File: src/rtl/omsp_spm_key_writer.sv
// ============================================================================
// Module   : omsp_spm_key_writer
// Brief    : Streams a module key, one 16-bit word per handshake, into SPM control.
//            Optional macro SPM_KEY_ZERO_CHECK_EN adds an all-zero key check.
// Revision : 1.0 - initial release
// ============================================================================
`default_nettype none

`ifndef SECURITY
`define SECURITY 64
`endif

module omsp_spm_key_writer #(
    parameter int KEY_WORDS    = `SECURITY/16,
    parameter int KEY_IDX_SIZE = $clog2(`SECURITY/16+1)
) (
    input  logic                    mclk,
    input  logic                    puc_rst,
    input  logic                    start,
    input  logic                    abort,
    input  logic                    src_valid,
    input  logic [15:0]             src_data,
    output logic                    src_ready,
    output logic                    write_key,
    output logic [15:0]             key_in,
    output logic [KEY_IDX_SIZE-1:0] key_idx,
    output logic                    busy,
    output logic                    done,
    output logic                    error
);

    typedef enum logic [1:0] {
        IDLE   = 2'd0,
        LOAD   = 2'd1,
        FINISH = 2'd2
    } state_t;

    localparam logic [KEY_IDX_SIZE-1:0] LAST_IDX = KEY_IDX_SIZE'(KEY_WORDS - 1);
    localparam logic [KEY_IDX_SIZE-1:0] IDX_ONE  = KEY_IDX_SIZE'(1);

    state_t                  state;
    logic [KEY_IDX_SIZE-1:0] word_cnt;
    logic                    handshake;

`ifdef SPM_KEY_ZERO_CHECK_EN
    logic [15:0]             key_acc;
`endif

    // Abort masks ready so an abort cycle can never also accept a word.
    assign src_ready = (state == LOAD) & ~abort;
    assign handshake = src_valid & src_ready;
    assign busy      = (state != IDLE);

    always_ff @(posedge mclk or posedge puc_rst) begin
        if (puc_rst) begin
            state     <= IDLE;
            word_cnt  <= '0;
            write_key <= 1'b0;
            key_in    <= '0;
            key_idx   <= '0;
            done      <= 1'b0;
            error     <= 1'b0;
`ifdef SPM_KEY_ZERO_CHECK_EN
            key_acc   <= '0;
`endif
        end else begin
            write_key <= 1'b0;
            done      <= 1'b0;
            error     <= 1'b0;
            case (state)
                IDLE: begin
                    if (start && !abort) begin
                        state    <= LOAD;
                        word_cnt <= '0;
`ifdef SPM_KEY_ZERO_CHECK_EN
                        key_acc  <= '0;
`endif
                    end
                end
                LOAD: begin
                    if (abort) begin
                        state <= IDLE;
                        error <= 1'b1;
                    end else if (handshake) begin
                        write_key <= 1'b1;
                        key_in    <= src_data;
                        key_idx   <= word_cnt;
`ifdef SPM_KEY_ZERO_CHECK_EN
                        key_acc   <= key_acc | src_data;
`endif
                        // Counter stops at the last index; it never wraps.
                        if (word_cnt == LAST_IDX) begin
                            state <= FINISH;
                        end else begin
                            word_cnt <= word_cnt + IDX_ONE;
                        end
                    end
                end
                FINISH: begin
                    state <= IDLE;
`ifdef SPM_KEY_ZERO_CHECK_EN
                    if (key_acc == 16'h0000) begin
                        error <= 1'b1;
                    end else begin
                        done  <= 1'b1;
                    end
`else
                    done  <= 1'b1;
`endif
                end
                default: begin
                    state <= IDLE;
                end
            endcase
        end
    end

endmodule

`default_nettype wire
File: config.mk
export PLATFORM = sky130hd
export DESIGN_NAME = omsp_spm_key_writer
export DESIGN_NICKNAME = d
export VERILOG_FILES = /design/src/rtl/omsp_spm_key_writer.sv
export SDC_FILE = /design/constraint.sdc
export NUM_CORES = 1
export LEC_CHECK = 0
export CAP_MARGIN = 20
export CORE_MARGIN = 1.5
export CORE_UTILIZATION = 24
export DETAILED_ROUTE_END_ITERATION = 7
export PLACE_DENSITY = 0.61
export SYNTH_ARGS = -nofsm -noshare
export SYNTH_HDL_FRONTEND = slang
export SYNTH_SLANG_ARGS = --single-unit
export TNS_END_PERCENT = 20
File: constraint.sdc
create_clock -name mclk -period 3.26 [get_ports mclk]
set_input_delay 0.652 -clock mclk [delete_from_list [all_inputs] [get_ports mclk]]
set_output_delay 0.652 -clock mclk [all_outputs]
set_load 0.02 [all_outputs]
# Word-level counts from Yosys, hierarchy flattened
# Index checks and enable logic that the tools add are counted.
[word_totals] out_inout_bits=24 ramBits=0 latchBits=0 reg_bits=27 memories=0 wordCells=44 romBits=0
[op_classes] bitwise_logic=3 muxes=16 n_eq_ne=9 addsub=1 div=0 order_cmp=0 reduce_logical=8 n_shift=0 mul=0
[op_table] operator="$mux 3" count=4
[op_table] operator="$mux 2" count=4
[op_table] operator="$ne 2x2->1 const B" count=4
[op_table] operator="$mux 1" count=6
[op_table] operator="$pmux 3 s2" count=1
[op_table] operator="$reduce_and 3->1" count=2
[op_table] operator="$reduce_and 5->1" count=1
[op_table] operator="$pmux 2 s2" count=1
[op_table] operator="$reduce_bool 2->1" count=2
[op_table] operator="$add 3x1->3 const B" count=1
[op_table] operator="$eq 3x2->1 const B" count=1
[op_table] operator="$ne 3x2->1 const B" count=1
[op_table] operator="$ne 3x3->1 const B" count=1
[op_table] operator="$and 1x1->1" count=2
[op_table] operator="$eq 2x1->1 const B" count=1
[op_table] operator="$eq 2x2->1 const B" count=1
[op_table] operator="$logic_not 2->1" count=1
[op_table] operator="$logic_and 1x1->1" count=1
[op_table] operator="$logic_not 1->1" count=1
[op_table] operator="$not 1->1" count=1

# Longest topological paths before layout
[logic_depth] depth_word=6 ltp_mapped=5

# Worst setup path before layout
# OpenSTA, ideal clock, no wires.
[synth_path] path_kind="input to output" from="input abort" to="output src_ready" setup_slack_ns=1.438 path_buffers=0 path_stages=1 arrival_ns=1.170 path_cell_list="nor3b_1"
[synth_between] elab_chain_cells=2
[synth_lines] element="from (decl)" line="20" rtl="input logic abort,"
[synth_lines] element="$not 1->1 (no source line)"
[synth_lines] element="$and 1x1->1" line="50" rtl="assign src_ready = (state == LOAD) & ~abort;"
[synth_lines] element="to (decl)" line="23" rtl="output logic src_ready,"
# No other way between the ends.

# Worst setup path after layout
# Ends and elaborated chain as after synthesis.

==> qor.yml <==
worst_setup_path:
  cp_max_fo: 4
  cp_cell_sequence: "clkdlybuf4s50_1 > nor3b_1 > clkdlybuf4s50_1"
  slowest_delay_ps: 630
  worst_setup_path_start_kind: "input port"
  crit_required_ps: 2610
  crit_path_top_delay_cell: "clkdlybuf4s50_1"
  arrival_ps: 1920
  endpoint_kind: "output port"
  crit_top_cell: "clkdlybuf4s50_1"
  critPathKind: "input port to output port"
sta:
  fin_crit_sh_pct: 78.7
  fin_tns_setup_ps: 0
  hold_viol: 0
  fin_skew_ps: 1.09
  period_needed_ps: 2570
  setup_viol_count_final: 0
  relSlewSlack_pct: 62.7
  worst_slew_pin_slew_ps: 558
  fmax_mhz: 390
  rsz0062_at_grt: "false"
  setup_slack_ps: 693
  report.final.slew_viol_count: 0
clock_tree:
  cts_tree: "built"
  cts_buffer_depth: 2
  postCtsSetupBuffers: 0
  cts_root_buffer: "clkbuf_8"
  numClockSinks: 27
  cts_hold_buf: 0
  cts_resized: 0
  htreeDepth: 1
  clk_pin_slew_ps: 90
  cts_buffers: 3
  clk-insertion-delay-late_ps: 270
die:
  core_sq_um: 4720
  initial_core_util_pct: 24.8
  die_w_um: 72.8
  dieArea_sq_um: 5300
  chipHeight_um: 72.8
  num_rows: 25
  pin_count: 45
run:
  maxCapViolCount: 0
synth:
  synthAdderAreaFrac_pct: 2.14
  yosysWarnings: 0
  yosysSeqAreaShare_pct: 57.8
  netlist_instances: 69
  ys_ff_latch: 27
  yosys.area_share.simple_pct: 7.81
  syn_avg_cell_area_sq_um: 17.0
  synth_top_family_by_area: "multiplexers"
  synthXorXnorAreaFrac_pct: 0
  synth_compound_area_share_pct: 2.89
  synth_fp_nets: 92
  syn-cell-area_sq_um: 1170
  synth_mux_area_share_pct: 25.0
  synth_cell_type_count: 18
cells_and_area:
  syn_to_final_growth_pct: 46.5
  finalNetCount: 140
  drive_above_1_share_pct: 26.7
  final_common_cell: "clkdlybuf4s50_1"
  most-common-layout-cells: "44 x clkdlybuf4s50_1, 27 x dfrtp_1, 18 x mux2_4"
  antenna_cells: 0
  finalNonFillerCells: 183
route:
  drtIter0Drc: 46
  num_vias: 737
  vias_per_cell: 4.03
  drt.antenna.violating_nets: 0
  wl_um: 2310
  wire_per_inst_um: 12.6
  dr.pass1.iters: 3
  route.detailed.drc: 0
hold_path:
  min_path_type: "register to register"
placement:
  io_buffer_count: 44
  routabilityCongestion: 0.687
  place_ws_ps: 696
  dp.cells: 178
  hpwl_um: 1640
global_route:
  grt_pass1_wl_um: 3600
  grt_max_degree: 28
  gr-total-overflow: 0
  antenna_found_initial: 0
  grt_pass1_vias: 722
  track_usage_pct: 8.97
power:
  p_total_mw: 0.936
  peakVddDrop_mv: 0.149
  power_density_nw_per_um2: 546
  p_leak_nw: 0.754
run_status:
  outcome: "complete, no violations"
-- kinds of logic after synthesis --
logic type / Yosys count
mux: 20
flops: 27
compound gates: 5
fa+ha+maj: 2
simple gates: 10
buf+inv: 5
-- path summary, 6_finish.rpt --
path	from	to	slack [ps]	cells after the start
max in group asynchronous	puc_rst	word_cnt[0]$_DFFE_PP0P_	2040	3
min reg2reg	key_in[0]$_DFFE_PP0P_	key_in[0]$_DFFE_PP0P_	510	1
min in group asynchronous	puc_rst	key_in[3]$_DFFE_PP0P_	720	2
min	key_in[0]$_DFFE_PP0P_	key_in[0]$_DFFE_PP0P_	510	1
max reg2reg	word_cnt[0]$_DFFE_PP0P_	word_cnt[0]$_DFFE_PP0P_	1640	5
max	abort	src_ready	690	3
-- per-layer routing --
layer	vias up	part of all wire, %	global-route usage [%]	routed length (um)
met5	-	0	0	0
met4	0	0.86	3.14	20
met3	4	6.8	2.76	157
met2	32	48	13.8	1100
met1	366	45	12.0	1030
li1	335	-	-	-
-- synth_stat cells, drive strengths merged --
library cell,number,area (sq um)
nor2,1,3.75
mux2,20,293
a22o,2,17.5
and4bb,1,16.3
and3b,2,20.0
nor2b,1,13.8
and2,1,6.26
and2b,2,17.5
ha,2,25.0
inv,3,11.3
or2,1,6.26
nor3b,1,7.51
dfrtp,27,676
o21ai,2,10.0
a31oi,1,6.26
buf,2,40.0
-- cell type report --
class	instances	area, sq um
repair buffers	45	455
well taps	67	83.8
inverters	3	11.3
flip-flops and latches	27	676
fillers	446	3010
clock buffers	4	45.0
multi-input cells	37	443
-- power by group --
group	leakage, nW	total (mW)	internal, mW	switching (mW)
logic	0.393	0.321	0.193	0.128
clock network	0.0228	0.187	0.0874	0.0992
registers	0.339	0.428	0.393	0.0344
total	0.754	0.936	0.674	0.262
-- stage by stage --
stage	utilization, %	cell area (sq um)	hold WS (ps)
floorplan	-	1170	488
global placement	35.0	1650	493
detailed placement	35.0	1650	491
CTS	36.0	1700	519
global route	36.3	1710	529
finish	36.3	1710	515
-- critical path: cells and delay by family --
| kind | cells | cell delay (ps) |
|---|---|---|
| buffers and inverters | 2 | 1080 |
| and+or+nand+nor | 1 | 190 |
-- state kept, by name (all words and copies together) (netlist names) --
register and flops:
key_in 16, error 1, word_cnt 3, write_key 1
done 1, state 2, key_idx 3
Power figures use the tool's default switching activity.
